<file path="src/rtl/seg_defs.sv">
// Shared constants for the six-digit seven-segment display path.
package seg_defs;

  localparam int SEG_DIGITS = 6;
  localparam int SEG_DATA_W = 20;
  localparam int SEG_MAX    = 999_999;

  localparam logic [SEG_DIGITS-1:0] POINT_NONE = '0;

  // Count direction as seen on the up_dn pin.
  typedef enum logic {
    DIR_DN = 1'b0,
    DIR_UP = 1'b1
  } dir_e;

endpackage

</file>
<file path="src/rtl/bcd_display_counter_tick_gen.sv">
// Prescaler: divides clk by CLK_FREQ/TICK_HZ and emits a one-clock step tick.
// The count only advances while en is high. A pause holds the count and drops tick.
module tick_gen #(
  parameter int CLK_FREQ = 50_000_000,
  parameter int TICK_HZ  = 100
) (
  input  logic clk,
  input  logic rst,
  input  logic en,
  input  logic sync_clr,
  output logic tick
);

  localparam int DIV = CLK_FREQ / TICK_HZ;
  localparam int CW  = (DIV > 2) ? $clog2(DIV) : 1;
  localparam logic [CW-1:0] LAST = CW'(DIV - 1);

  logic [CW-1:0] cnt_q, cnt_d;
  logic          tick_q, tick_d;

  // Next prescaler state; clear and pause both keep tick low.
  always_comb begin
    cnt_d  = cnt_q;
    tick_d = 1'b0;
    if (sync_clr) begin
      cnt_d = '0;
    end else if (en) begin
      if (cnt_q == LAST) begin
        cnt_d  = '0;
        tick_d = 1'b1;
      end else begin
        cnt_d = cnt_q + CW'(1);
      end
    end
  end

  // Prescaler registers with synchronous reset.
  always_ff @(posedge clk) begin
    if (rst) begin
      cnt_q  <= '0;
      tick_q <= 1'b0;
    end else begin
      cnt_q  <= cnt_d;
      tick_q <= tick_d;
    end
  end

  assign tick = tick_q;

endmodule

</file>
<file path="src/rtl/bcd_display_counter.sv">
// Up/down sign-magnitude display counter feeding the seg_led driver.
// Steps once per prescaler tick, bounded to +/-MAX_COUNT, with wrap or saturate.
module bcd_display_counter
  import seg_defs::*;
#(
  parameter int                CLK_FREQ  = 50_000_000,
  parameter int                TICK_HZ   = 100,
  parameter int                DATA_W    = SEG_DATA_W,
  parameter int                MAX_COUNT = SEG_MAX,
  parameter int                DIGITS    = SEG_DIGITS,
  parameter logic [DIGITS-1:0] POINT_POS = '0,
  parameter bit                SIGNED_EN = 1'b1,
  parameter bit                WRAP_EN   = 1'b1
) (
  input  logic              clk,
  input  logic              rst,
  input  logic              cnt_en,
  input  logic              up_dn,
  input  logic              clr,
  input  logic              load,
  input  logic [DATA_W-1:0] load_val,
  input  logic              load_neg,
  output logic [DATA_W-1:0] data,
  output logic [DIGITS-1:0] point,
  output logic              en,
  output logic              sign,
  output logic              tick,
  output logic              wrap
);

  localparam logic [DATA_W-1:0] MAX_V = DATA_W'(MAX_COUNT);

  logic [DATA_W-1:0] data_q;
  logic [DIGITS-1:0] point_q;
  logic              en_q, sign_q, wrap_q;
  logic              tick_w;

  logic [DATA_W-1:0] ld_mag_d;
  logic              ld_neg_d;
  logic [DATA_W+1:0] step_d;

  // Returns {wrap, sign, magnitude} after one signed +/-1 step.
  // Magnitude never leaves 0..MAX_COUNT; zero is always positive.
  function automatic logic [DATA_W+1:0] next_val(input logic [DATA_W-1:0] mag,
                                                 input logic              neg,
                                                 input logic              up);
    logic [DATA_W-1:0] m;
    logic              s;
    logic              w;
    m = mag;
    s = neg;
    w = 1'b0;
    if (up) begin
      if (neg) begin
        m = mag - DATA_W'(1);
        s = (m != '0);
      end else if (mag >= MAX_V) begin
        w = 1'b1;
        if (!WRAP_EN) begin
          m = MAX_V;
        end else if (SIGNED_EN) begin
          m = MAX_V;
          s = 1'b1;
        end else begin
          m = '0;
        end
      end else begin
        m = mag + DATA_W'(1);
      end
    end else begin
      if (!neg && mag == '0) begin
        if (SIGNED_EN) begin
          m = DATA_W'(1);
          s = 1'b1;
        end else begin
          w = 1'b1;
          m = WRAP_EN ? MAX_V : '0;
        end
      end else if (!neg) begin
        m = mag - DATA_W'(1);
      end else if (mag >= MAX_V) begin
        w = 1'b1;
        m = MAX_V;
        s = !WRAP_EN;
      end else begin
        m = mag + DATA_W'(1);
      end
    end
    return {w, s, m};
  endfunction

  tick_gen #(
    .CLK_FREQ(CLK_FREQ),
    .TICK_HZ (TICK_HZ)
  ) u_tick_gen (
    .clk     (clk),
    .rst     (rst),
    .en      (cnt_en),
    .sync_clr(clr | load),
    .tick    (tick_w)
  );

  // Load value clamped to the displayable range; a zero load is never negative.
  always_comb begin
    ld_mag_d = (load_val > MAX_V) ? MAX_V : load_val;
    ld_neg_d = SIGNED_EN && load_neg && (ld_mag_d != '0);
    step_d   = next_val(data_q, sign_q, dir_e'(up_dn) == DIR_UP);
  end

  // Counter, sign and display-control registers: rst > clr > load > step.
  always_ff @(posedge clk) begin
    if (rst) begin
      data_q  <= '0;
      sign_q  <= 1'b0;
      wrap_q  <= 1'b0;
      en_q    <= 1'b0;
      point_q <= '0;
    end else begin
      en_q    <= 1'b1;
      point_q <= POINT_POS;
      wrap_q  <= 1'b0;
      if (clr) begin
        data_q <= '0;
        sign_q <= 1'b0;
      end else if (load) begin
        data_q <= ld_mag_d;
        sign_q <= ld_neg_d;
      end else if (tick_w && cnt_en) begin
        data_q <= step_d[DATA_W-1:0];
        sign_q <= step_d[DATA_W];
        wrap_q <= step_d[DATA_W+1];
      end
    end
  end

  assign data  = data_q;
  assign point = point_q;
  assign en    = en_q;
  assign sign  = sign_q;
  assign tick  = tick_w;
  assign wrap  = wrap_q;

endmodule

</file>
<file path="config.mk">
export PLATFORM = sky130hd
export DESIGN_NAME = bcd_display_counter
export DESIGN_NICKNAME = d
export VERILOG_FILES = /design/src/rtl/seg_defs.sv /design/src/rtl/bcd_display_counter_tick_gen.sv /design/src/rtl/bcd_display_counter.sv
export SDC_FILE = /design/constraint.sdc
export NUM_CORES = 1
export LEC_CHECK = 0
export BUFFER_PORTS_ARGS = -buffer_cell sky130_fd_sc_hd__buf_2
export CORE_MARGIN = 1.5
export CORE_UTILIZATION = 40
export DETAILED_ROUTE_END_ITERATION = 12
export GPL_TIMING_DRIVEN = 0
export RECOVER_POWER = 50
export SLEW_MARGIN = 20
export SYNTH_ARGS = -nofsm -noshare
export SYNTH_HDL_FRONTEND = slang
export SYNTH_SLANG_ARGS = --single-unit
export TNS_END_PERCENT = 20
</file>
<file path="constraint.sdc">
create_clock -name clk -period 2.9 [get_ports clk]
set_clock_uncertainty 0.15 [all_clocks]
set_input_delay 0.58 -clock clk [delete_from_list [all_inputs] [get_ports clk]]
set_output_delay 0.58 -clock clk [all_outputs]
set_load 0.005 [all_outputs]
</file>
# Yosys cells after proc, flatten, opt, wreduce, memory -nomap -nowiden
# Cells that the tools add are included.
[word_totals] regBits=43 elab_cells=50 in_bits=27 out_inout_bits=30
[op_classes] magnitude_cmp=2 n_eq_ne=1 bitwise=3 addsub=3 n_mux=23 n_reduce_logical=12
[op_table] op="$mux W20" n=8
[op_table] op="$reduce_bool A20 Y1" n=2
[op_table] op="$add A20 B1 Y20 const B" n=1
[op_table] op="$ge A20 B20 Y1 const B" n=1
[op_table] op="$gt A20 B20 Y1 const B" n=1
[op_table] op="$logic_not A20 Y1" n=1
[op_table] op="$sub A20 B1 Y20 const B" n=1
[op_table] op="$add A19 B1 Y19 const B" n=1
[op_table] op="$eq A19 B19 Y1 const B" n=1
[op_table] op="$mux W19" n=1
[op_table] op="$mux W1" n=14
[op_table] op="$reduce_or A2 Y1" n=2
[op_table] op="$reduce_or A4 Y1" n=1
[op_table] op="$logic_and A1 B1 Y1" n=3
[op_table] op="$reduce_or A3 Y1" n=1
[op_table] op="$not A1 Y1" n=2
[op_table] op="$reduce_bool A2 Y1" n=1
[op_table] op="$logic_not A1 Y1" n=1
[op_table] op="$or A1 B1 Y1" n=1

# Longest topological paths before layout
# Gate-level depths: netlist of run 1.
[depth] word_depth=7 depth_mapped=9

# Hierarchy
# From an unflattened synthesis of run 1, not the netlist that was laid out.
[unflattened] hier_cells=485 hier_area_um2=3543.4
[modules_own_cells] mod="bcd_display_counter" area_per_inst_um2=2577.5 cells_per_inst=377 n_inst=1 seq_area_each_um2=460.4
[modules_own_cells] mod="tick_gen" area_per_inst_um2=965.9 cells_per_inst=108 n_inst=1 seq_area_each_um2=400.4

# Worst setup path after synthesis of run 1
# No wires, ideal clock.
[synth_path] path_type="register to register" start="register data_q[0], in the netlist data[0]" end="register data_q[18], in the netlist data[18]" path_buffers=1 setup_time_ps=129 path_stages_with_launch=9 setup_slack_ps=591 arrival_ps=2030 synth_period_minus_slack_ps=2309 cell_sequence="dfxtp_1 clkbuf_1 inv_1 ha_1 nor2b_1 nand2b_4 o311a_1 a2111oi_0 o21ai_1"
[synth_between] elab_chain_len=7 elab_cells_between_ends=12 cone_classes="add/sub (2); order compare (1); mux (7); reduce/logical (2)"
[synth_lines] element="start, declared" line="bcd_display_counter.sv:33" text="logic [DATA_W-1:0] data_q;"
[synth_lines] element="start signal, assigned" line="bcd_display_counter.sv:126" text="data_q <= ld_mag_d;"
[synth_lines] element="start signal, assigned" line="bcd_display_counter.sv:129" text="data_q <= step_d[DATA_W-1:0];"
[synth_lines] element="$add A20 B1 Y20 or $ge A20 B20 Y1 (tied branches)"
[synth_lines] element="$mux W20" line="bcd_display_counter.sv:57, bcd_display_counter.sv:81"
[synth_lines] element="$mux W20" line="bcd_display_counter.sv:79" text="end else if (!neg) begin"
[synth_lines] element="$mux W20" line="bcd_display_counter.sv:71" text="if (!neg && mag == '0) begin"
[synth_lines] element="$mux W20 (*)" line="bcd_display_counter.sv:53" text="if (up) begin"
[synth_lines] element="$mux W20 (*)" line="bcd_display_counter.sv:128" text="end else if (tick_w && cnt_en) begin"
[synth_lines] element="$mux W20 (*)" line="bcd_display_counter.sv:125" text="end else if (load) begin"
# Every way passes the cells marked *; elsewhere a longest branch is shown, timed or not. The select of a mux whose other input is x is not followed.
# A chain may end at the register's enable or synchronous reset.

# Final worst setup path of run 1
[layout_path] start="register data_q[0], in the netlist data[0]" end="register sign_q, in the netlist sign"
[layout_between] elab_chain_len=7 elab_cells_between_ends=13 cone_classes="add/sub (1); order compare (1); mux (8); reduce/logical (3)"
[layout_lines] element="parallel branches: the longest is 4 deep, another holds $sub A20 B1 Y20"
[layout_lines] element="$mux W1 (*)" line="bcd_display_counter.sv:53"
[layout_lines] element="$mux W1 (*)" line="bcd_display_counter.sv:128"
[layout_lines] element="$mux W1 (*)" line="bcd_display_counter.sv:125"
[layout_lines] element="end signal, assigned" line="bcd_display_counter.sv:127" text="sign_q <= ld_neg_d;"
[layout_lines] element="end signal, assigned" line="bcd_display_counter.sv:130" text="sign_q <= step_d[DATA_W];"
[layout_lines] element="end, declared" line="bcd_display_counter.sv:35" text="logic en_q, sign_q, wrap_q;"
# Every way passes the cells marked *. The select of a mux whose other input is x is not followed.

==> impl_metrics.tcl, run 1 <==
set metrics [dict create \
    status "finished clean" \
    drive_gt1_share_pct 16.16 \
    r2r_cells 9 \
    synth_seq_cells 43 \
    cts_root_buf "clkbuf_8" \
    cts-htree-levels 2 \
    pwr-share-comb_pct 24.6 \
    clockBufferDepth 2 \
    synth-xor-area-share_pct 13.19 \
    maxCapViolations 0 \
    whs_endpoint "en" \
    cp.arrival_ps 2780 \
    die_area_sq_mm 0.008683 \
    yosys.cell_types.count 62 \
    postCtsHoldBufs 0 \
    portBuffers 49 \
    placed_cells 589 \
    synthTopCellsByCount "nor2_1, dfxtp_1, xor2_1" \
    synthMostInstantiatedCell "nor2_1" \
    r2r_start "data[0]" \
    synth-edff-count 0 \
    wl_per_cell_um 18.84 \
    antenna_cells 0 \
    power.density_mw_per_mm2 397.8 \
    synth_compound_area_share_pct 19.69 \
    dr.pass1.iters 5 \
    via_per_inst 5.985 \
    relSlewSlack_pct 36.48 \
    drt_wl_total_mm 11.25 \
    synth_area_leader_cell "dfxtp_1" \
    critPathMaxFanout 9 \
    fin_setup_tns_ps 0 \
    yosysSeqAreaShare_pct 26.46 \
    grt_pass1_wl_mm 17.60 \
    rr_endpoint "sign" \
    cts_tree "done" \
    post-route-min-period_ps 2738 \
    synth_top_cell_area_share_pct 26.46 \
    fin_area_sq_mm 0.003756 \
    yosys_warnings 0 \
    drt_iter0_drc 279 \
    required_ps 2940 \
    p_int_w 0.0009933 \
    cp_top_family "simple AND/OR/NAND/NOR gates" \
    hold_violations 0 \
    postRouteAntennaNets 0 \
    yosys_most_used_dff "dfxtp_1" \
    syn_area_per_cell_sq_um 7.513 \
    end_kind "register" \
    setup_viol 0 \
    crit_chain "clkbuf_1, inv_1, ha_1, nor2b_2, nand4_1, xor2_1, nand4_1, nor3_1, a21oi_1" \
    synthAdderAreaFrac_pct 1.923 \
    fin_cells 597 \
    cts_inserted_buffers 5 \
    hold_path.class "in2reg" \
    ioPinCount 57 \
    vias 3573 \
    finish.utilization_pct 48.11 \
    syn2layout_area_growth_pct 15.46 \
    synth_top_family_by_area "simple AND/OR/NAND/NOR gates" \
    power_w 0.001494 \
    dp_hpwl_mm 8.342 \
    netlist_area_sq_mm 0.003253 \
    p_sw_share_pct 33.53 \
    max_freq_ghz 0.3652 \
    grt_usage_pct 26.56 \
    path_buf_inv 2 \
    max_stage_delay_ps 410 \
    cp_slowest_cell "dfxtp_1" \
    crit_path_start_kind "register" \
    synthMuxAreaShare_pct 0.6154 \
    coreArea_sq_mm 0.007807 \
    tightest_slew_ps 949.4 \
    clkPwrFrac_pct 34.3 \
    synth.area.top_cells "dfxtp_1, xor2_1, nor2_1, xnor2_1, nand3_1" \
    post-route-drc-count 0 \
    die_x_um 93.18 \
    rsz0062_at_grt "false" \
    power.leakage_nw 1.440 \
    grt_max_degree 16 \
    drv_slew 0 \
    place.gp.congestion 0.9820 \
    clk_pin_slew_ps 90 \
    dpl_cell_area_sq_mm 0.003645 \
    grt_pass1_vias 3311 \
    die_h_um 93.18 \
    min_path_cells 2 \
    worstSetupPathType "reg2reg" \
    grt.overflow.total 0 \
    cpMostUsedCell "nand4_1" \
    ir_drop_mv 0.1699 \
    cts.sinks 43 \
    power_switching_w 0.0005010 \
    ys_async_sr_fraction_pct 0 \
    synth-simple-area-share_pct 30.73 \
    antenna_found_initial 0 \
    min_from "rst" \
    start_util_pct 41.67 \
    insertion_delay_ps 310 \
    reg2reg_slack_ps 160 \
    fp-row-count 32 \
    synthCells 433 \
    finalCritPeriodShare_pct 94.43 \
    seqPwrFrac_pct 41.2 \
    nNetsFinal 526 \
]
[layout by cell type, fill, tap and decap left out, drive strengths merged, types with 3 or more instances in the layout]
cell type | synthesis | routed
clkbuf | 20 | 37
xnor2 | 20 | 20
nand2 | 28 | 28
nor3 | 18 | 18
o21ai | 27 | 27
a21oi | 25 | 25
and3 | 11 | 11
dfxtp | 43 | 43
a211oi | 3 | 3
o211ai | 3 | 3
and4 | 5 | 5
nand3b | 4 | 4
o21a | 3 | 3
inv | 7 | 8
or4 | 3 | 3
o311ai | 3 | 3
nor4b | 4 | 4
nand3 | 27 | 27
xor2 | 29 | 29
nand4 | 17 | 17
or3 | 3 | 3
and2 | 5 | 5
conb | 1 | 6
nor4 | 8 | 8
nor2 | 50 | 50
ha | 5 | 5
buf | 20 | 57
o221ai | 7 | 7
o31ai | 7 | 7
[registers in the layout, summed over array words and instances, names as in the netlist]
| signal | flops |
|---|---|
| data | 20 |
| u_tick_gen.cnt_q | 19 |
| en | 1 |
| sign | 1 |
| u_tick_gen.tick | 1 |
| wrap | 1 |
[per-layer routing]
| layer | vias to the layer above | track usage, % | part of all wire [%] |
|---|---|---|---|
| li1 | 1687 | - | - |
| met1 | 1648 | 38.23 | 45 |
| met2 | 201 | 39.42 | 42 |
| met3 | 37 | 4.390 | 9.0 |
| met4 | 0 | 9.975 | 3.1 |
| met5 | - | 0 | 0 |
[power groups by stage]
stage	Combinational (W)	Clock (W)	Sequential, W
global route	0.000397	0.000542	0.000618
CTS	0.000358	0.000518	0.000615
finish	0.000367	0.000512	0.000615
global placement	0.000356	0	0.000628
detailed placement	0.000356	0	0.000629
floorplan	0.000237	0	0.000628
[worst register-to-register path: stages, from the launching register on]
cell	delay, ps
dfxtp_1	410
clkbuf_1	390
inv_1	130
ha_1	320
nor2b_2	240
nand4_1	160
xor2_1	190
nand4_1	120
nor3_1	390
a21oi_1	130
[area by class of cell]
cell class | count | area (sq um)
clock buffers | 5 | 68.82
flip-flops and latches | 43 | 860.8
clock inverters | 3 | 46.29
inverters | 8 | 30.03
fillers | 831 | 4051
plain buffers | 40 | 206.4
repair buffers | 49 | 231.5
well taps | 102 | 127.6
multi-input cells | 347 | 2185
[how the worst max path moves through the flow]
stage	start	end	slack, ps	cells after the start
after floorplan	data[0]	data[18]	590	8
after global placement	data[0]	sign	130	7
after detailed placement	data[0]	sign	160	7
after CTS	data[0]	sign	120	7
after global routing	data[4]	data[17]	40	9
final	data[0]	sign	160	9
[what timing repair did]
item | 4_1_cts | 5_1_grt
buffers inserted | 0 | 0
setup endpoints to repair | 0 | 4
endpoints found under the hold margin | 0 | 0
gates resized for setup | 0 | 3
[per-stage QoR]
stage,setup slack [ps],hold slack [ps]
2_1_floorplan,590.8,321.2
3_3_place_gp,132.7,339.4
3_5_place_dp,155.7,361.3
4_1_cts,121.0,293.2
5_1_grt,44.18,290.7
6_report,161.6,288.6
[logic make-up after synthesis]
logic type / after synthesis
DFF: 43
muxes: 2
other: 1
adders and majority gates: 5
xor gates and xnor gates: 49
and+or+nand+nor: 189
AOI/OAI and AO/OA: 96
buffers and inverters: 48
Note: power is estimated with default switching activity, not from simulation.
==> inputs of run 2 (changes only) <==
--- a/config.mk
+++ b/config.mk
@@ -11,6 +11,7 @@
 export DETAILED_ROUTE_END_ITERATION = 12
 export GPL_TIMING_DRIVEN = 0
 export RECOVER_POWER = 50
+export REMOVE_ABC_BUFFERS = 1
 export SLEW_MARGIN = 20
 export SYNTH_ARGS = -nofsm -noshare
 export SYNTH_HDL_FRONTEND = slang
==> run 2 against run 1 <==
Against the previous run:
- critical path depth decreased by 3
- first-iteration DRC count rose by 17%
- worst setup slack worse by 23 ps
- combinational power down 13%
- sequential share of layout area grew 1.1 points
- non-clock buffer count is 39 lower
- power shrank 1.3%
- largest cell class unchanged
==> impl_metrics.tcl, run 2 (same netlist as run 1, synthesis figures left out) <==
set metrics [dict create \
    status "finished clean" \
    drt_iter0_drc 327 \
    clockBufferDepth 2 \
    fin_cells 558 \
    p_int_w 0.0009810 \
    hold_violations 0 \
    dp_hpwl_mm 7.391 \
    clk_pin_slew_ps 110 \
    ir_drop_mv 0.2238 \
    relSlewSlack_pct 5.708 \
    postRouteAntennaNets 0 \
    crit_path_start_kind "register" \
    insertion_delay_ps 310 \
    grt_pass1_wl_mm 16.53 \
    cts_inserted_buffers 5 \
    fin_setup_tns_ps 0 \
    nFillCells 853 \
    antenna_found_initial 0 \
    cp.arrival_ps 2800 \
    p_sw_share_pct 33.52 \
    required_ps 2940 \
    power_switching_w 0.0004945 \
    post-route-min-period_ps 2762 \
    max_freq_ghz 0.3621 \
    clkPwrFrac_pct 34.8 \
    end_kind "register" \
    cp_slowest_cell "nor3_4" \
    final_cell_mix "nor2_1, dfxtp_1, buf_2, xor2_1, nand2_1" \
    tightest_slew_ps 1409 \
    grt_pass1_vias 3148 \
    coreArea_sq_mm 0.007807 \
    hold_path.class "in2reg" \
    place.gp.congestion 0.9481 \
    maxCapViolations 0 \
    die_x_um 93.18 \
    fp-row-count 32 \
    grt_max_degree 23 \
    wl_per_cell_um 18.79 \
    critPathMaxFanout 14 \
    ioPinCount 57 \
    grt.overflow.total 0 \
    setup_viol 0 \
    portBuffers 50 \
    antenna_cells 0 \
    cts-htree-levels 2 \
    worstSetupPathType "reg2reg" \
    vias 3399 \
    post-route-drc-count 0 \
    placed_cells 550 \
    drive_gt1_share_pct 13.16 \
    postCtsHoldBufs 0 \
    cts_tree "done" \
    power.density_mw_per_mm2 412.5 \
    seqPwrFrac_pct 43.5 \
    power_w 0.001476 \
    power.leakage_nw 1.319 \
    start_util_pct 41.67 \
    cts.sinks 43 \
    max_stage_delay_ps 520 \
    nNetsFinal 487 \
    drv_slew 0 \
    crit_chain "nor3_4, nand4_2, o21a_1, o311a_1, a2111oi_0, o21ai_1" \
    syn2layout_area_growth_pct 9.962 \
    postCtsSetupBuffers 0 \
    via_per_inst 6.091 \
    grt_usage_pct 24.43 \
    rsz0062_at_grt "true" \
    holdWs_ps 284.3 \
    die_h_um 93.18 \
    drt_wl_total_mm 10.48 \
    cts_root_buf "clkbuf_8" \
    dr.pass1.iters 5 \
    finalCritPeriodShare_pct 95.23 \
    layout_commonest_cell "nor2_1" \
    largest_reg_flops 20 \
    pwr-share-comb_pct 21.7 \
    die_area_sq_mm 0.008683 \
]
==> run 2: changes by cell type in the layout (fill, tap and decap cells not counted), sizes merged <==
cell / change
clkinvlp: -1
clkinv: +1
buf: -22
clkbuf: -17
==> run 2: metal layers <==
metal / up-vias / routed length, um / share of wire [%] / GRT usage (%)
li1: 1605 / - / - / -
met1: 1595 / 4639 / 44 / 34.51
met2: 172 / 4589 / 44 / 37.04
met3: 27 / 987 / 9.4 / 4.878
met4: 0 / 266 / 2.5 / 7.828
met5: - / 0 / 0 / 0
==> run 2: final timing paths <==
path | depth (start not counted) | endpoint | startpoint | slack, ps
max | 6 | data[18] | data[2] | 140
min reg2reg | 2 | u_tick_gen.cnt_q[3] | u_tick_gen.cnt_q[3] | 370
min | 2 | en | rst | 280
max reg2reg | 6 | data[18] | data[2] | 140
==> run 2: layout make-up <==
cell class                 instances  area, sq um  area share, %
sequential                        43        860.8          24.06
clock inverter                     3        47.55          1.329
inverter                           8        30.03         0.8395
multi-input combinational        347         2212          61.84
timing repair buffer              50        230.2          6.436
tap                              102        127.6          3.568
clock buffer                       5        68.82          1.924
==> run 2: power by group through the flow <==
| stage | Combinational [W] | Clock (W) | Sequential (W) |
|---|---|---|---|
| after floorplan | 0.000197 | 0 | 0.000644 |
| after global placement | 0.000304 | 0 | 0.000653 |
| final | 0.000320 | 0.000513 | 0.000642 |
| after CTS | 0.000309 | 0.000523 | 0.000640 |
| after detailed placement | 0.000304 | 0 | 0.000654 |
| after global routing | 0.000348 | 0.000541 | 0.000646 |
==> run 2: through the flow <==
step	setup WS, ps	area [sq um]	utilization (%)
3_5_place_dp	-705.7	3453	44.23
2_1_floorplan	172.6	3065	-
6_report	138.4	3577	45.82
4_1_cts	157.1	3585	45.91
3_3_place_gp	-691.9	3443	44.10
5_1_grt	-36.11	3577	45.82
==> run 2: critical path, delay by kind of cell (launching register included) <==
family	cells	cell delay [ps]
flops	1	500
compound gates	4	1120
simple gates	2	850
==> run 2: repair_timing <==
item | in CTS | in global routing
endpoints found under the setup margin | 14 | 5
resized for setup | 3 | 3
gates cloned | 0 | 0
